<file path="src/rtl/aim_pkg.sv">
// aim_pkg: direction codes, FSM states, screen limits and arrow position helper shared by the aim block.
package aim_pkg;
    localparam logic [1:0] DIR_ANG_UP = 2'd0;
    localparam logic [1:0] DIR_ANG_DN = 2'd1;
    localparam logic [1:0] DIR_PWR_UP = 2'd2;
    localparam logic [1:0] DIR_PWR_DN = 2'd3;
    localparam int H_ACTIVE = 640;
    localparam int V_ACTIVE = 480;
    typedef enum logic {IDLE, HELD} state_t;
    function automatic logic [9:0] lin(input int o, input int v, input int dv, input int a, input int da);
        logic [10:0] s;
        s = 11'(o + v * dv + a * da);
        return s[9:0];
    endfunction
endpackage

</file>
<file path="src/rtl/btn_repeat.sv">
// btn_repeat: synchronizes four active-low buttons, picks the highest-priority press and auto-repeats it on frame ticks.
module btn_repeat
    import aim_pkg::*;
#(
    parameter int REPEAT_TICKS = 8
) (
    input  logic       clk,
    input  logic       rst,
    input  logic       i_frame_tick,
    input  logic       i_lock,
    input  logic [3:0] i_btn_n,
    output logic       o_step,
    output logic [1:0] o_dir
);
    localparam int CW = REPEAT_TICKS > 1 ? $clog2(REPEAT_TICKS) : 1;
    localparam logic [CW-1:0] CNT_LAST = CW'(REPEAT_TICKS - 1);
    logic [3:0]    r_s1, r_s2;
    logic [3:0]    w_pressed;
    logic [1:0]    r_dir, w_dir, w_pri;
    logic [CW-1:0] r_cnt, w_cnt;
    state_t        r_state, w_state;
    always_ff @(posedge clk) begin
        if (rst) begin
            r_s1    <= '1;
            r_s2    <= '1;
            r_state <= IDLE;
            r_dir   <= DIR_ANG_UP;
            r_cnt   <= '0;
        end else begin
            r_s1    <= i_btn_n;
            r_s2    <= r_s1;
            r_state <= w_state;
            r_dir   <= w_dir;
            r_cnt   <= w_cnt;
        end
    end
    assign w_pressed = ~r_s2;
    assign w_pri = w_pressed[0] ? DIR_ANG_UP : w_pressed[1] ? DIR_ANG_DN :
                   w_pressed[2] ? DIR_PWR_UP : DIR_PWR_DN;
    // lock overrides everything, including a coincident frame tick
    always_comb begin
        w_state = r_state;
        w_dir   = r_dir;
        w_cnt   = r_cnt;
        o_step  = 1'b0;
        if (i_lock) begin
            w_state = IDLE;
            w_cnt   = '0;
        end else if (i_frame_tick) begin
            if (r_state == IDLE) begin
                if (|w_pressed) begin
                    o_step  = 1'b1;
                    w_dir   = w_pri;
                    w_cnt   = '0;
                    w_state = HELD;
                end
            end else if (!w_pressed[r_dir]) begin
                w_state = IDLE;
                w_cnt   = '0;
            end else if (r_cnt == CNT_LAST) begin
                o_step = 1'b1;
                w_cnt  = '0;
            end else begin
                w_cnt = r_cnt + 1'b1;
            end
        end
    end
    assign o_dir = w_dir;
endmodule

</file>
<file path="src/rtl/aim_control_multi.sv">
// aim_control_multi: saturating angle/power indices driven by repeating buttons, arrow sprite position and overlay pixel.
module aim_control_multi
    import aim_pkg::*;
#(
    parameter int ANG_W        = 5,
    parameter int PWR_W        = 3,
    parameter int ANG_MAX      = 20,
    parameter int PWR_MAX      = 7,
    parameter int ANG_INIT     = 0,
    parameter int PWR_INIT     = 0,
    parameter int REPEAT_TICKS = 8,
    parameter int ORIGIN_X     = 31,
    parameter int ORIGIN_Y     = 443,
    parameter int ANG_DX       = 1,
    parameter int ANG_DY       = 4,
    parameter int PWR_DX       = 4,
    parameter int PWR_DY       = 10,
    parameter int ARROW_SIZE   = 10
) (
    input  logic             clk,
    input  logic             rst,
    input  logic             frame_tick,
    input  logic             lock,
    input  logic             angleup_n,
    input  logic             angledown_n,
    input  logic             powerup_n,
    input  logic             powerdown_n,
    input  logic [9:0]       xCount,
    input  logic [9:0]       yCount,
    output logic [ANG_W-1:0] Ang,
    output logic [PWR_W-1:0] Vel,
    output logic [9:0]       arrow_x,
    output logic [9:0]       arrow_y,
    output logic             arrow,
    output logic             aim_changed
);
    localparam logic [ANG_W-1:0] A_MAX  = ANG_W'(ANG_MAX);
    localparam logic [ANG_W-1:0] A_INIT = ANG_W'(ANG_INIT);
    localparam logic [PWR_W-1:0] P_MAX  = PWR_W'(PWR_MAX);
    localparam logic [PWR_W-1:0] P_INIT = PWR_W'(PWR_INIT);
    logic             w_step;
    logic [1:0]       w_dir;
    logic [ANG_W-1:0] r_ang, w_ang;
    logic [PWR_W-1:0] r_vel, w_vel;
    logic [9:0]       r_ax, r_ay;
    logic [10:0]      w_xe, w_ye;
    logic             r_arrow, r_changed;
    btn_repeat #(.REPEAT_TICKS(REPEAT_TICKS)) u_btn (
        .clk          (clk),
        .rst          (rst),
        .i_frame_tick (frame_tick),
        .i_lock       (lock),
        .i_btn_n      ({powerdown_n, powerup_n, angledown_n, angleup_n}),
        .o_step       (w_step),
        .o_dir        (w_dir)
    );
    assign w_ang = (w_step && w_dir == DIR_ANG_UP && r_ang != A_MAX) ? r_ang + 1'b1 :
                   (w_step && w_dir == DIR_ANG_DN && r_ang != '0)    ? r_ang - 1'b1 : r_ang;
    assign w_vel = (w_step && w_dir == DIR_PWR_UP && r_vel != P_MAX) ? r_vel + 1'b1 :
                   (w_step && w_dir == DIR_PWR_DN && r_vel != '0)    ? r_vel - 1'b1 : r_vel;
    assign w_xe = {1'b0, r_ax} + 11'(ARROW_SIZE);
    assign w_ye = {1'b0, r_ay} + 11'(ARROW_SIZE);
    always_ff @(posedge clk) begin
        if (rst) begin
            r_ang     <= A_INIT;
            r_vel     <= P_INIT;
            r_changed <= 1'b0;
            r_arrow   <= 1'b0;
            r_ax      <= lin(ORIGIN_X, PWR_INIT, PWR_DX, ANG_INIT, -ANG_DX);
            r_ay      <= lin(ORIGIN_Y, PWR_INIT, -PWR_DY, ANG_INIT, -ANG_DY);
        end else begin
            r_ang     <= w_ang;
            r_vel     <= w_vel;
            r_changed <= (w_ang != r_ang) || (w_vel != r_vel);
            r_ax      <= lin(ORIGIN_X, int'(r_vel), PWR_DX, int'(r_ang), -ANG_DX);
            r_ay      <= lin(ORIGIN_Y, int'(r_vel), -PWR_DY, int'(r_ang), -ANG_DY);
            r_arrow   <= (xCount > r_ax) && ({1'b0, xCount} < w_xe) &&
                         (yCount > r_ay) && ({1'b0, yCount} < w_ye);
        end
    end
    assign Ang         = r_ang;
    assign Vel         = r_vel;
    assign arrow_x     = r_ax;
    assign arrow_y     = r_ay;
    assign arrow       = r_arrow;
    assign aim_changed = r_changed;
endmodule

</file>
<file path="config.mk">
export PLATFORM = sky130hd
export DESIGN_NAME = aim_control_multi
export DESIGN_NICKNAME = d
export VERILOG_FILES = /design/src/rtl/aim_pkg.sv /design/src/rtl/btn_repeat.sv /design/src/rtl/aim_control_multi.sv
export SDC_FILE = /design/constraint.sdc
export NUM_CORES = 1
export LEC_CHECK = 0
export BUFFER_PORTS_ARGS = -buffer_cell sky130_fd_sc_hd__buf_2
export CORE_MARGIN = 3
export CORE_UTILIZATION = 62
export CTS_BUF_LIST = sky130_fd_sc_hd__clkbuf_4 sky130_fd_sc_hd__clkbuf_8 sky130_fd_sc_hd__clkbuf_16
export DETAILED_ROUTE_END_ITERATION = 12
export PLACE_DENSITY = 0.91
export SLEW_MARGIN = 40
export SYNTH_ARGS = -nofsm -noshare
export SYNTH_HDL_FRONTEND = slang
export SYNTH_SLANG_ARGS = --single-unit
</file>
<file path="constraint.sdc">
create_clock -name clk -period 6.3 [get_ports clk]
set_input_delay 0.63 -clock clk [delete_from_list [all_inputs] [get_ports clk]]
set_output_delay 0.63 -clock clk [all_outputs]
set_load 0.1 [all_outputs]
</file>
==> results summary <==
The run finished with clean final reports. Compared with the post-synthesis result, the final layout area differs by 11.9%. Ranked by instance count, the synthesized netlist is headed by ha_1 (79), inv_1 (51), dfxtp_1 (42). Data arrives at the worst endpoint at 3760 ps.

The number of clock buffers added by TritonCTS is 5. The post-CTS setup buffer count came out at 0. The worst setup path is captured at a flip-flop. The post-synth design cell area is 3580 um^2. For this run the aggregate overflow at the end of global routing stands at 0. The via count of the first global-routing pass is 2987.

By area the synthesized netlist is led by ha_1 (28%), dfxtp_1 (23%), xnor2_1 (5.6%), inv_1 (5.3%), nor2_1 (3.0%). The net count after synthesis is 515. The y dimension of the die is 82 um. The first global-routing pass estimated 12900 um of wire. The final critical path time including I/O delays and setup is 3610 ps. The die outline area is 6720 um^2.

The quantity of I/O buffers inserted on ports is 56. The element type at the critical path start is a flip-flop. The site row count came out at 27. The iteration-0 DRC count of the detailed router came out at 187. The cell area after layout is 4010 um^2. The largest net degree at the start of global routing came out at 45.

The per-cell via count in the routed design is 5.79. The library cell contributing the largest single delay on the critical path is fa_1. Wires add up to 7810 um.

The effective utilization at floorplan is 0.646. The achievable frequency came out at 0.277 GHz. The transition at the pin with the smallest max-transition slack came out at 678 ps. For this run, design rule violations remaining after detail routing come to 0.

The post-synthesis sequential element count came out at 42. The cell count after synthesis came out at 404. The number of instances on the worst hold path is 1. The number of antenna violations at the first check in global routing came out at 0. The synthesized netlist contains 54 unique library cells. At the end of routability-driven placement, the weighted congestion stood at 0.840. The worst-case IR drop observed on VDD is 0.119 mV. The share of async-settable or async-resettable flops after synthesis is 0. The biggest area consumer among synthesized cells is ha_1. Across the routed clock network, the largest skew measured is 7.33 ps. The average wire per standard cell came out at 14.6 um. The repair_antennas step left the layout with diodes totalling 0.

The max-slew violation total from the final report came to 0. In this run the remaining antenna-violating nets after routing total 0. The boundary pin count came out at 58. The number of max-cap violations is 0.

The number of clock sinks is 42. The post-cts sizing count came out at 0. The detailed-routing iteration count for the pre-antenna-repair pass came out at 4.

The number of flops mapped to enable cells by yosys is 0. The part of the cycle the worst path needs came out at 0.572. The sequential fraction of the synthesis area came out at 0.235. The fraction of final layout cells sized beyond drive strength 1 is 0.189. Summing all multi-input logic gate instances after layout gives 2510 um^2.

Headroom to the max-slew limit came out at 0.544. After clock tree synthesis, the clock-pin slew on the worst setup and hold paths is 80 ps. The H-tree level count is 2. Measured along the x axis, the die boundary spans 82 um. The largest stage delay on the critical path is 550 ps. The largest buffer count on any clock path came out at 2.

The share of synthesized area in the top cell type comes to 0.276. The most numerous cell type found on the critical path is ha_1. The synthesis warning total came out at 0. The placed standard-cell area came out at 3920 um^2. After filler insertion, the fill cell instance count of the layout stands at 421.

Setup repair after global routing left no endpoint under its margin. CTS placed an instance of clkbuf_8 at the clock tree root. TritonCTS built the clock tree. The insertion delay to the later sink of the worst-skew pair is 290 ps.

The footprint of the flip-flops and latches is 841 um^2. The predominant post-synthesis flop cell is dfxtp_1. The worst-case reg-to-reg path depth came out at 14. The net count of the finished layout is 571. Averaged over all synthesized cells, the footprint is 8.86 um^2.

The overall fraction of global-route tracks in use is 0.241. The setup-violating endpoint count in the final report is 0. The power density over cell area came out at 195 nW/um^2. The critical setup path kind is flip-flop to flip-flop.

The min-delay analysis places its worst path in the category flip-flop to flip-flop. The HPWL after detailed placement is 6440 um. The maximum fanout encountered on the critical timing path came out at 8.

The total negative slack came out at 0 ps. The endpoint required time on the critical path came out at 6460 ps. The number of vias in the routed layout is 3087. The floorplan core area is 5540 um^2.

The post-cts hold buffer count is 0. The most common cell in the netlist is ha_1. Traced cell by cell, the critical path runs through inv_1 -> ha_1 -> ha_1 -> fa_1 -> inv_1 -> ha_1 -> inv_1 -> ha_1 -> nor2_1 -> nor2_1 -> o31a_1 -> o41ai_1 -> xnor2_1 -> nor2_1. The final-report hold violation count came to 0.

Summed over all cells, the static leakage comes to 0.00195 uW.
power breakdown:
group          leakage (uW)  switching [uW]  internal, uW
Clock             0.0000486            89.2          82.4
Sequential         0.000342            15.9           280
Combinational       0.00156             207           109
Total               0.00195             312           471
worst paths after layout:
path                                 start                       end  slack (ps)
hold reg to reg   u_btn.r_s1[0]$_SDFF_PP1_  u_btn.r_s2[0]$_SDFF_PP1_         410
setup reg to reg         Vel[0]$_SDFF_PP0_     arrow_y[9]$_SDFF_PP0_        2690
setup / recovery         Vel[0]$_SDFF_PP0_     arrow_y[9]$_SDFF_PP0_        2690
hold / removal    u_btn.r_s1[0]$_SDFF_PP1_  u_btn.r_s2[0]$_SDFF_PP1_         410
per-layer routing:
metal,global-route usage,part of all wire
met1,0.282,0.41
met5,0,0
met2,0.439,0.51
met3,0.0395,0.058
met4,0.0847,0.022
registers in the layout, summed over array words and instances, names as in the netlist:
name,count
arrow_x,9
arrow_y,9
Ang,5
u_btn.r_s1,4
u_btn.r_s2,4
Vel,3
u_btn.r_cnt,3
u_btn.r_dir,2
aim_changed,1
arrow,1
u_btn.r_state,1
cell families after synthesis:
family / after synthesis / share of synthesized area
buffers and inverters: 58 / 0.0629
and+or+nand+nor: 104 / 0.156
muxes: 5 / 0.0182
DFF: 42 / 0.235
xor gates and xnor gates: 29 / 0.0709
other: 1 / 0.00105
AOI/OAI and AO/OA: 82 / 0.158
adders and majority gates: 83 / 0.298
critical path: cells and delay by family, from the launching register on:
family | cells | cell delay (ps)
adder cells (fa/ha/maj) | 5 | 1900
flip-flops | 1 | 500
AO/OA/AOI/OAI | 2 | 470
buffers and inverters | 3 | 220
AND/OR/NAND/NOR | 3 | 220
XOR/XNOR | 1 | 160
layout by cell type (no fill, tap or decap), types with 6 or more instances in the layout:
cell type,Yosys,layout
nor3_1,11,11
or2_2,11,11
nand2_1,9,9
nand3_1,7,7
xnor2_1,23,23
a21oi_1,19,19
a21o_1,9,9
dfxtp_1,42,42
buf_2,0,56
ha_1,79,79
nand4_1,6,6
xor2_1,6,6
o21ai_0,17,17
nand2b_1,11,11
nor2_1,29,29
inv_1,51,51
area by class of cell:
type                       count  share of cell area
inverter                      51              0.0478
multi-input combinational    304               0.628
sequential                    42               0.210
tap                           72              0.0225
clock buffer                   6              0.0190
timing repair buffer          56              0.0699
clock inverter                 2             0.00343
stage by stage:
| stage | power [uW] | std cells | utilization | setup WS (ps) | hold WS [ps] |
|---|---|---|---|---|---|
| finish | 783 | 533 | 0.723 | 2690 | 413 |
| global route | 833 | 533 | 0.723 | 2480 | 427 |
| CTS | 788 | 533 | 0.723 | 2700 | 414 |
| detailed placement | 615 | 525 | 0.707 | 2740 | 395 |
| global placement | 603 | 525 | 0.707 | 2930 | 392 |
| floorplan | 551 | 404 | - | 2310 | 389 |
No activity file was read; power rests on OpenSTA's default activity.
